`src/rtl/uart_tx_drain.sv`:
```
// uart_tx_drain: pops bytes from the buffered-UART fifo and serialises each one, LSB first, onto tx.
// Define UART_TX_PARITY_EN to insert an even-parity bit between the data and stop bits.
module uart_tx_drain #(
  parameter int data_width     = 8,
  parameter int clocks_per_bit = 16,
  parameter int stop_bits      = 1
) (
  input  logic                  clock,
  input  logic                  resetn,
  input  logic                  enable,
  input  logic                  fifo_empty,
  output logic                  fifo_pop,
  input  logic [data_width-1:0] fifo_data,
  output logic                  tx,
  output logic                  busy
);

  localparam int BAUD_W = (clocks_per_bit > 1) ? $clog2(clocks_per_bit) : 1;
  localparam int BIT_W  = $clog2(data_width + 1);

  localparam logic [BAUD_W-1:0] BAUD_LAST = BAUD_W'(clocks_per_bit - 1);
  localparam logic [BIT_W-1:0]  DATA_LAST = BIT_W'(data_width - 1);
  localparam logic [BIT_W-1:0]  STOP_LAST = BIT_W'(stop_bits - 1);

  localparam logic [2:0] IDLE   = 3'd0;
  localparam logic [2:0] POP    = 3'd1;
  localparam logic [2:0] LOAD   = 3'd2;
  localparam logic [2:0] START  = 3'd3;
  localparam logic [2:0] DATA   = 3'd4;
  localparam logic [2:0] STOP   = 3'd5;
`ifdef UART_TX_PARITY_EN
  localparam logic [2:0] PARITY = 3'd6;
`endif

  logic [2:0]            state;
  logic [data_width-1:0] shift;
  logic [data_width-1:0] shift_nxt;
  logic [BIT_W-1:0]      bit_cnt;
  logic [BAUD_W-1:0]     baud;
  logic                  baud_done;
  logic                  start_ok;
`ifdef UART_TX_PARITY_EN
  logic                  par_bit;

  function automatic logic even_parity(input logic [data_width-1:0] d);
    return ^d;
  endfunction
`endif

  assign baud_done = (baud == BAUD_LAST);
  assign start_ok  = enable && !fifo_empty;
  assign shift_nxt = shift >> 1;
  assign fifo_pop  = (state == POP);
  assign busy      = (state != IDLE);

  // fifo_data is the fifo's registered output, so it is only valid in LOAD, one cycle after the pop.
  always_ff @(posedge clock or negedge resetn) begin
    if (!resetn) begin
      state   <= IDLE;
      shift   <= '0;
      bit_cnt <= '0;
      baud    <= '0;
      tx      <= 1'b1;
`ifdef UART_TX_PARITY_EN
      par_bit <= 1'b0;
`endif
    end else begin
      case (state)
        IDLE: begin
          tx <= 1'b1;
          if (start_ok) state <= POP;
        end
        POP: begin
          state <= LOAD;
        end
        LOAD: begin
          shift <= fifo_data;
`ifdef UART_TX_PARITY_EN
          par_bit <= even_parity(fifo_data);
`endif
          tx    <= 1'b0;
          baud  <= '0;
          state <= START;
        end
        START: begin
          if (baud_done) begin
            baud    <= '0;
            bit_cnt <= '0;
            tx      <= shift[0];
            state   <= DATA;
          end else begin
            baud <= baud + BAUD_W'(1);
          end
        end
        DATA: begin
          if (baud_done) begin
            baud <= '0;
            if (bit_cnt == DATA_LAST) begin
              bit_cnt <= '0;
`ifdef UART_TX_PARITY_EN
              tx      <= par_bit;
              state   <= PARITY;
`else
              tx      <= 1'b1;
              state   <= STOP;
`endif
            end else begin
              shift   <= shift_nxt;
              bit_cnt <= bit_cnt + BIT_W'(1);
              tx      <= shift_nxt[0];
            end
          end else begin
            baud <= baud + BAUD_W'(1);
          end
        end
`ifdef UART_TX_PARITY_EN
        PARITY: begin
          if (baud_done) begin
            baud    <= '0;
            bit_cnt <= '0;
            tx      <= 1'b1;
            state   <= STOP;
          end else begin
            baud <= baud + BAUD_W'(1);
          end
        end
`endif
        STOP: begin
          // bit_cnt is reused here to count stop bits; the restart decision is taken on the last cycle.
          if (baud_done) begin
            baud <= '0;
            if (bit_cnt == STOP_LAST) begin
              bit_cnt <= '0;
              state   <= start_ok ? POP : IDLE;
            end else begin
              bit_cnt <= bit_cnt + BIT_W'(1);
            end
          end else begin
            baud <= baud + BAUD_W'(1);
          end
        end
        default: begin
          tx    <= 1'b1;
          state <= IDLE;
        end
      endcase
    end
  end

endmodule

```
`config.mk`:
```
export PLATFORM = sky130hd
export DESIGN_NAME = uart_tx_drain
export DESIGN_NICKNAME = d
export VERILOG_FILES = /design/src/rtl/uart_tx_drain.sv
export SDC_FILE = /design/constraint.sdc
export NUM_CORES = 1
export LEC_CHECK = 0
export CORE_MARGIN = 3
export CORE_UTILIZATION = 30
export CTS_CLUSTER_SIZE = 28
export DETAILED_ROUTE_END_ITERATION = 6
export GPL_TIMING_DRIVEN = 1
export SETUP_SLACK_MARGIN = 0.2
export SYNTH_ARGS = -nofsm -noshare
export SYNTH_HDL_FRONTEND = slang
export SYNTH_SLANG_ARGS = --single-unit
```
`constraint.sdc`:
```
create_clock -name clock -period 1.6 [get_ports clock]
set_input_delay 0.32 -clock clock [delete_from_list [all_inputs] [get_ports clock]]
set_output_delay 0.32 -clock clock [all_outputs]
set_load 0.05 [all_outputs]
```
==> parameters.txt, run 1 <==
Parameter                              Value

Run status
  Result of the run    finished clean

Timing
  Final max-slew violation count    0
  Final-report setup violation count    0
  Final hold violation count    0
  Max Clock Skew    0.00314 ns
  Post-layout worst setup margin    0.0945 ns
  Fin Setup TNS    0 ns
  Worst slack on hold paths    0.393 ns
  Relative max-transition margin    0.712
  Period utilization    0.941
  Minimum clock period after layout    1.51 ns
  RSZ-0062 raised after global routing    yes
  Achievable Freq    664 MHz
  Worst Tran Pin Value    0.432 ns

Clock network
  TritonCTS Buffers    3
  # clock sinks    20
  Largest buffer count on any clock path    2
  CTS clock-pin slew for the worst setup and hold paths    0.08 ns
  CTS tree    built
  # H-tree levels    1
  Root buffer cell    sky130_fd_sc_hd__clkbuf_8
  Later-pin clock latency in the skew report    0.26 ns
  Number of buffers inserted by hold repair at cts    0

Critical path
  Largest delay contributor family on the critical path    flip-flops
  Critical path buffer and inverter count    2
  Launch point of the worst reg-to-reg path    state[1]
  Critical Path Slowest Stage Cell    sky130_fd_sc_hd__dfrtp_2
  Crit Path Class    register to output port
  Crit-path max cell delay    0.42 ns
  Kind of start point of the critical path    register
  Crit path required time    1.28 ns
  Depth of the most critical reg-to-reg path    6
  Reg2Reg Capture Point    shift[0]
  Flop-to-flop setup slack    0.10 ns
  CP Max Fanout    3
  Data arrival time of the worst path    1.19 ns
  CP Cell Sequence    buf_6 > nor3_4 > buf_12
  Worst Setup End Kind    output port

Yosys
  Largest cells by area after synthesis    sky130_fd_sc_hd__dfrtp_1, sky130_fd_sc_hd__a2bb2oi_1, sky130_fd_sc_hd__o22ai_1
  Count of different cell masters after synthesis    40
  Post-Synthesis Net Count    144
  Register area share after synthesis    0.405
  Average cell area after synthesis    9.60 µm²
  Yosys warning count    0
  Flops & latches, synth    20
  Main synth FF type    sky130_fd_sc_hd__dfrtp_1
  Netlist area before placement    1240 µm²
  Post-synthesis instance total    129
  Number of enable flip-flop cells after synthesis    0
  Top cell type's share of synthesized area    0.384
  Share of flip-flops with an asynchronous set or reset    1.00
  Leading area contributor after synthesis    sky130_fd_sc_hd__dfrtp_1

Finish
  Layout Utilization    0.505
  Final Instance Count excl. Fillers    216
  Nets    184
  Fill cell instance count of the final layout    350
  Area Overhead vs Synth    56.0%
  Diodes inserted    0
  Proportion of layout cells with a drive suffix above 1    0.452

Drt
  ANT nets after route    0
  Initial DRT Pass Iterations    4
  DRC violation count after routing    0
  Vias per cell    5.38
  Detailed-route wire length per cell    15.1 µm
  Vias after detailed routing    1163
  Number of DRC markers in iteration 0    49
  Overall routed net length    3.27 mm

Worst hold path
  Worst Hold Class    primary input to asynchronous set/reset pin

Place
  Placed cell count    195
  Post-DP HPWL    2.09 mm
  Buffers added on ports    14
  Final weighted congestion of routability-driven global placement    0.812
  Worst setup timing slack at the placement stage    0.00839 ns

Flow run
  Max-Cap Viols    0

Global routing
  Pin count of the biggest net entering global routing    21
  Overall overflow remaining after global route    0
  Wire length of the first global-routing pass    5.73 mm
  Number of antenna violations at the first check in global routing    0
  Aggregate global-route resource usage    0.143
  Vias in the first global route    1265

Floorplan
  Number of placed I/O pins    15
  Die Span X    70.3 µm
  Height of the chip    70.3 µm
  Starting Density    0.324
  Overall die area    4940 µm²
  Area of the core region    3830 µm²
  Row cnt    22

Power and ir drop
  Peak ir drop on the vdd network    507 µV
  Power per cell area    1430 nW/µm²
  Leakage power summed over all cells    0.802 nW
-- layout make-up --
type,instances,area [µm²],area share
Clock inverter,1,30.0,0.0155
Clock buffer,3,41.3,0.0214
Sequential cell,20,507,0.262
Tap cell,48,60.1,0.0311
Multi-Input combinational cell,95,838,0.434
Timing Repair Buffer,42,427,0.221
Inverter,7,28.8,0.0149
-- how the worst max path moves through the flow --
stage                          start       end  slack (ns)  cells after the start
after global placement    bit_cnt[0]  shift[0]        0.07                      5
after detailed placement  bit_cnt[0]  shift[0]       0.008                      5
final                       state[2]  fifo_pop        0.09                      3
after floorplan             state[0]      busy        0.20                      3
after CTS                   state[1]  fifo_pop        0.06                      3
after global routing      bit_cnt[1]  shift[0]        0.04                      6
-- kinds of logic after synthesis --
logic type | Yosys count | share of synthesized area
compound gates | 51 | 0.302
simple gates | 39 | 0.187
flops | 20 | 0.405
buf+inv | 14 | 0.0596
fa+ha+maj | 3 | 0.0303
mux | 2 | 0.0162
-- state kept, by name (all words and copies together), names as in the netlist --
signal and count:
tx 1, state 3, shift 8, bit_cnt 4, baud 4
-- what timing repair did --
item | 4_1_cts | 5_1_grt
pin swaps | 7 | 11
endpoints found under the hold margin | 0 | 0
gates resized for setup | 28 | 21
setup buffers | 13 | 4
setup endpoints to repair | 18 | 19
-- power by group --
part	total (mW)	internal [mW]	switching, mW
registers	0.912	0.705	0.207
logic	1.34	0.750	0.588
clock network	0.515	0.334	0.180
-- cells in the mapped netlist (3+ instances only) --
master / count
sky130_fd_sc_hd__and3_1: 3
sky130_fd_sc_hd__inv_1: 6
sky130_fd_sc_hd__buf_2: 5
sky130_fd_sc_hd__dfrtp_1: 19
sky130_fd_sc_hd__a2bb2oi_1: 7
sky130_fd_sc_hd__nor3_1: 4
sky130_fd_sc_hd__nand3_1: 5
sky130_fd_sc_hd__nand2_1: 5
sky130_fd_sc_hd__ha_1: 3
sky130_fd_sc_hd__o21ai_0: 5
sky130_fd_sc_hd__a21oi_1: 6
sky130_fd_sc_hd__nor2_1: 7
sky130_fd_sc_hd__a211oi_1: 4
sky130_fd_sc_hd__o22ai_1: 8
sky130_fd_sc_hd__nand3b_1: 3
sky130_fd_sc_hd__a21o_1: 4
sky130_fd_sc_hd__o21ai_1: 3
sky130_fd_sc_hd__nand2b_1: 3
-- per-stage QoR --
stage	instance area [µm²]	total power, mW
final	1930	2.76
after global routing	1930	2.95
after CTS	1830	2.67
after detailed placement	1530	1.91
after global placement	1530	1.87
after floorplan	1250	1.56
-- placed cells by master, fill, tap and decap left out, drive strengths merged, types with 2 or more instances in the layout --
cell,n
a311oi,2
nand2b,3
o22ai,8
and2b,2
nor2b,2
nand2,7
mux2i,2
nor3b,2
buf,31
nor2,7
o21ai,8
and3,3
nand3,6
o31ai,2
nor3,4
a211oi,5
dfrtp,19
nand3b,3
clkdlybuf4s50,11
ha,3
inv,7
a2bb2oi,7
a21o,4
a21oi,7
clkbuf,3
o211ai,2
-- metal layers --
metal,vias up,GRT usage,wire length [µm]
met5,-,0,0
met4,0,0.0511,38
met3,7,0.0388,103
met2,15,0.247,1770
met1,570,0.169,1360
li1,571,-,-
Note: power is estimated with default switching activity, not from simulation.
==> run 2: changes to the inputs <==
Settings changed: ABC_AREA set to 0, CORE_MARGIN 3 to 5.
==> parameters.txt, run 2 (same netlist as run 1, synthesis figures left out) <==
Parameter                              Value

Run status
  Result of the run    finished clean

Floorplan
  Die Span X    74.3 µm
  Starting Density    0.310
  Row cnt    23
  Area of the core region    4000 µm²
  Overall die area    5510 µm²
  Number of placed I/O pins    15
  Height of the chip    74.3 µm

Place
  Final weighted congestion of routability-driven global placement    0.775
  Post-DP HPWL    2.14 mm
  Buffers added on ports    14
  Placed cell count    195
  Worst setup timing slack at the placement stage    0.0338 ns

Timing
  Worst Tran Pin Value    0.282 ns
  Post-layout worst setup margin    0.0654 ns
  Fin Setup TNS    0 ns
  RSZ-0062 raised after global routing    yes
  Max Clock Skew    0.00336 ns
  Minimum clock period after layout    1.53 ns
  Final max-slew violation count    0
  Final hold violation count    0
  Final-report setup violation count    0
  Achievable Freq    652 MHz
  Period utilization    0.959
  Relative max-transition margin    0.812

Critical path
  Depth of the most critical reg-to-reg path    6
  Crit Path Class    register to register
  Kind of start point of the critical path    register
  Flop-to-flop setup slack    0.07 ns
  Worst Setup End Kind    register
  CP Max Fanout    4
  Data arrival time of the worst path    1.73 ns
  Crit path required time    1.80 ns

Global routing
  Vias in the first global route    1204
  Wire length of the first global-routing pass    5.40 mm
  Most utilized layer in the global route result    met2
  Fraction of met2 tracks used by global routing    0.214
  Overall overflow remaining after global route    0
  Met1 Usage GRT    0.158
  Pin count of the biggest net entering global routing    21
  Number of antenna violations at the first check in global routing    0
  Aggregate global-route resource usage    0.125
  Met3 usage    0.0162

Clock network
  Number of buffers inserted by hold repair at cts    0
  Later-pin clock latency in the skew report    0.26 ns
  # clock sinks    20
  CTS clock-pin slew for the worst setup and hold paths    0.08 ns
  TritonCTS Buffers    3
  Largest buffer count on any clock path    2
  # H-tree levels    1
  Root buffer cell    sky130_fd_sc_hd__clkbuf_8
  CTS tree    built

Finish
  Leading cell types in the layout, fill and taps excluded    sky130_fd_sc_hd__buf_4, sky130_fd_sc_hd__dfrtp_1, sky130_fd_sc_hd__clkdlybuf4s50_1
  Largest regs    shift: 8 flops, baud: 4 flops, bit_cnt: 4 flops
  Max reg flops    8
  Biggest register    shift
  Layout Utilization    0.473
  Final Instance Count excl. Fillers    213
  Nets    179
  Most common cell after layout, fill and taps aside    sky130_fd_sc_hd__buf_4
  Area Overhead vs Synth    52.7%
  Diodes inserted    0
  Proportion of layout cells with a drive suffix above 1    0.417

Drt
  ANT nets after route    0
  DRC violation count after routing    0
  Vias per cell    5.44
  Initial DRT Pass Iterations    5
  Detailed-route wire length per cell    15.7 µm
  Overall routed net length    3.35 mm
  Number of DRC markers in iteration 0    80
  Vias after detailed routing    1158

Flow run
  Max-Cap Viols    0

Power and ir drop
  Power per cell area    1440 nW/µm²
  Leakage power summed over all cells    0.769 nW
  Peak ir drop on the vdd network    442 µV

Worst hold path
  Worst Hold Class    primary input to asynchronous set/reset pin
run 2: cell types whose count changed in the layout (fill, tap and decap cells not counted), moves of 3 or more:
cell	change
sky130_fd_sc_hd__buf_4	-3
sky130_fd_sc_hd__buf_6	-3
sky130_fd_sc_hd__o21ai_1	+3
sky130_fd_sc_hd__o21ai_2	-4
sky130_fd_sc_hd__o22ai_1	-3
sky130_fd_sc_hd__o22ai_2	+3
run 2: timing repair:
action                                 4_1_cts  5_1_grt
setup buffers                                8        6
endpoints found under the hold margin        0        0
setup endpoints to repair                   19       18
resized for setup                           25       22
pin swaps                                    2        4
run 2: worst max-delay path: stages, from the launching register on:
cell,delay [ns]
sky130_fd_sc_hd__dfrtp_1,0.42
sky130_fd_sc_hd__ha_2,0.20
sky130_fd_sc_hd__nand3b_1,0.18
sky130_fd_sc_hd__a21oi_4,0.11
sky130_fd_sc_hd__a211oi_4,0.27
sky130_fd_sc_hd__buf_6,0.16
sky130_fd_sc_hd__a2bb2oi_2,0.12
run 2: power breakdown:
group	switching (mW)	internal (mW)
logic	0.581	0.701
registers	0.215	0.705
clock network	0.182	0.334
total	0.978	1.74
run 2: final timing paths:
kind,start,end
max in group asynchronous,resetn,tx
worst max register to register,bit_cnt[1],shift[0]
min in group clock,shift[2],shift[2]
worst max-delay path,bit_cnt[1],shift[0]
worst min-delay path,resetn,bit_cnt[1]
worst min register to register,shift[2],shift[2]
run 2: layer usage:
metal,vias to the layer above,part of all wire
li1,560,-
met3,6,0.035
met2,21,0.53
met1,571,0.42
met5,-,0
met4,0,0.014
run 2: stage by stage:
stage	area, µm²	hold slack, ns	power [mW]
2_1_floorplan	1250	0.0244	1.56
3_3_place_gp	1520	0.512	1.84
3_5_place_dp	1520	0.522	1.89
4_1_cts	1760	0.413	2.62
5_1_grt	1890	0.422	2.89
6_report	1890	0.395	2.72
run 2: final cells by class:
type	count	area, µm²
Fill cell	353	2110
Timing Repair Buffer	37	385
Clock buffer	3	41.3
Inverter	7	33.8
Tap cell	50	62.6
Clock inverter	1	30.0
Sequential cell	20	507
Multi-Input combinational cell	95	832
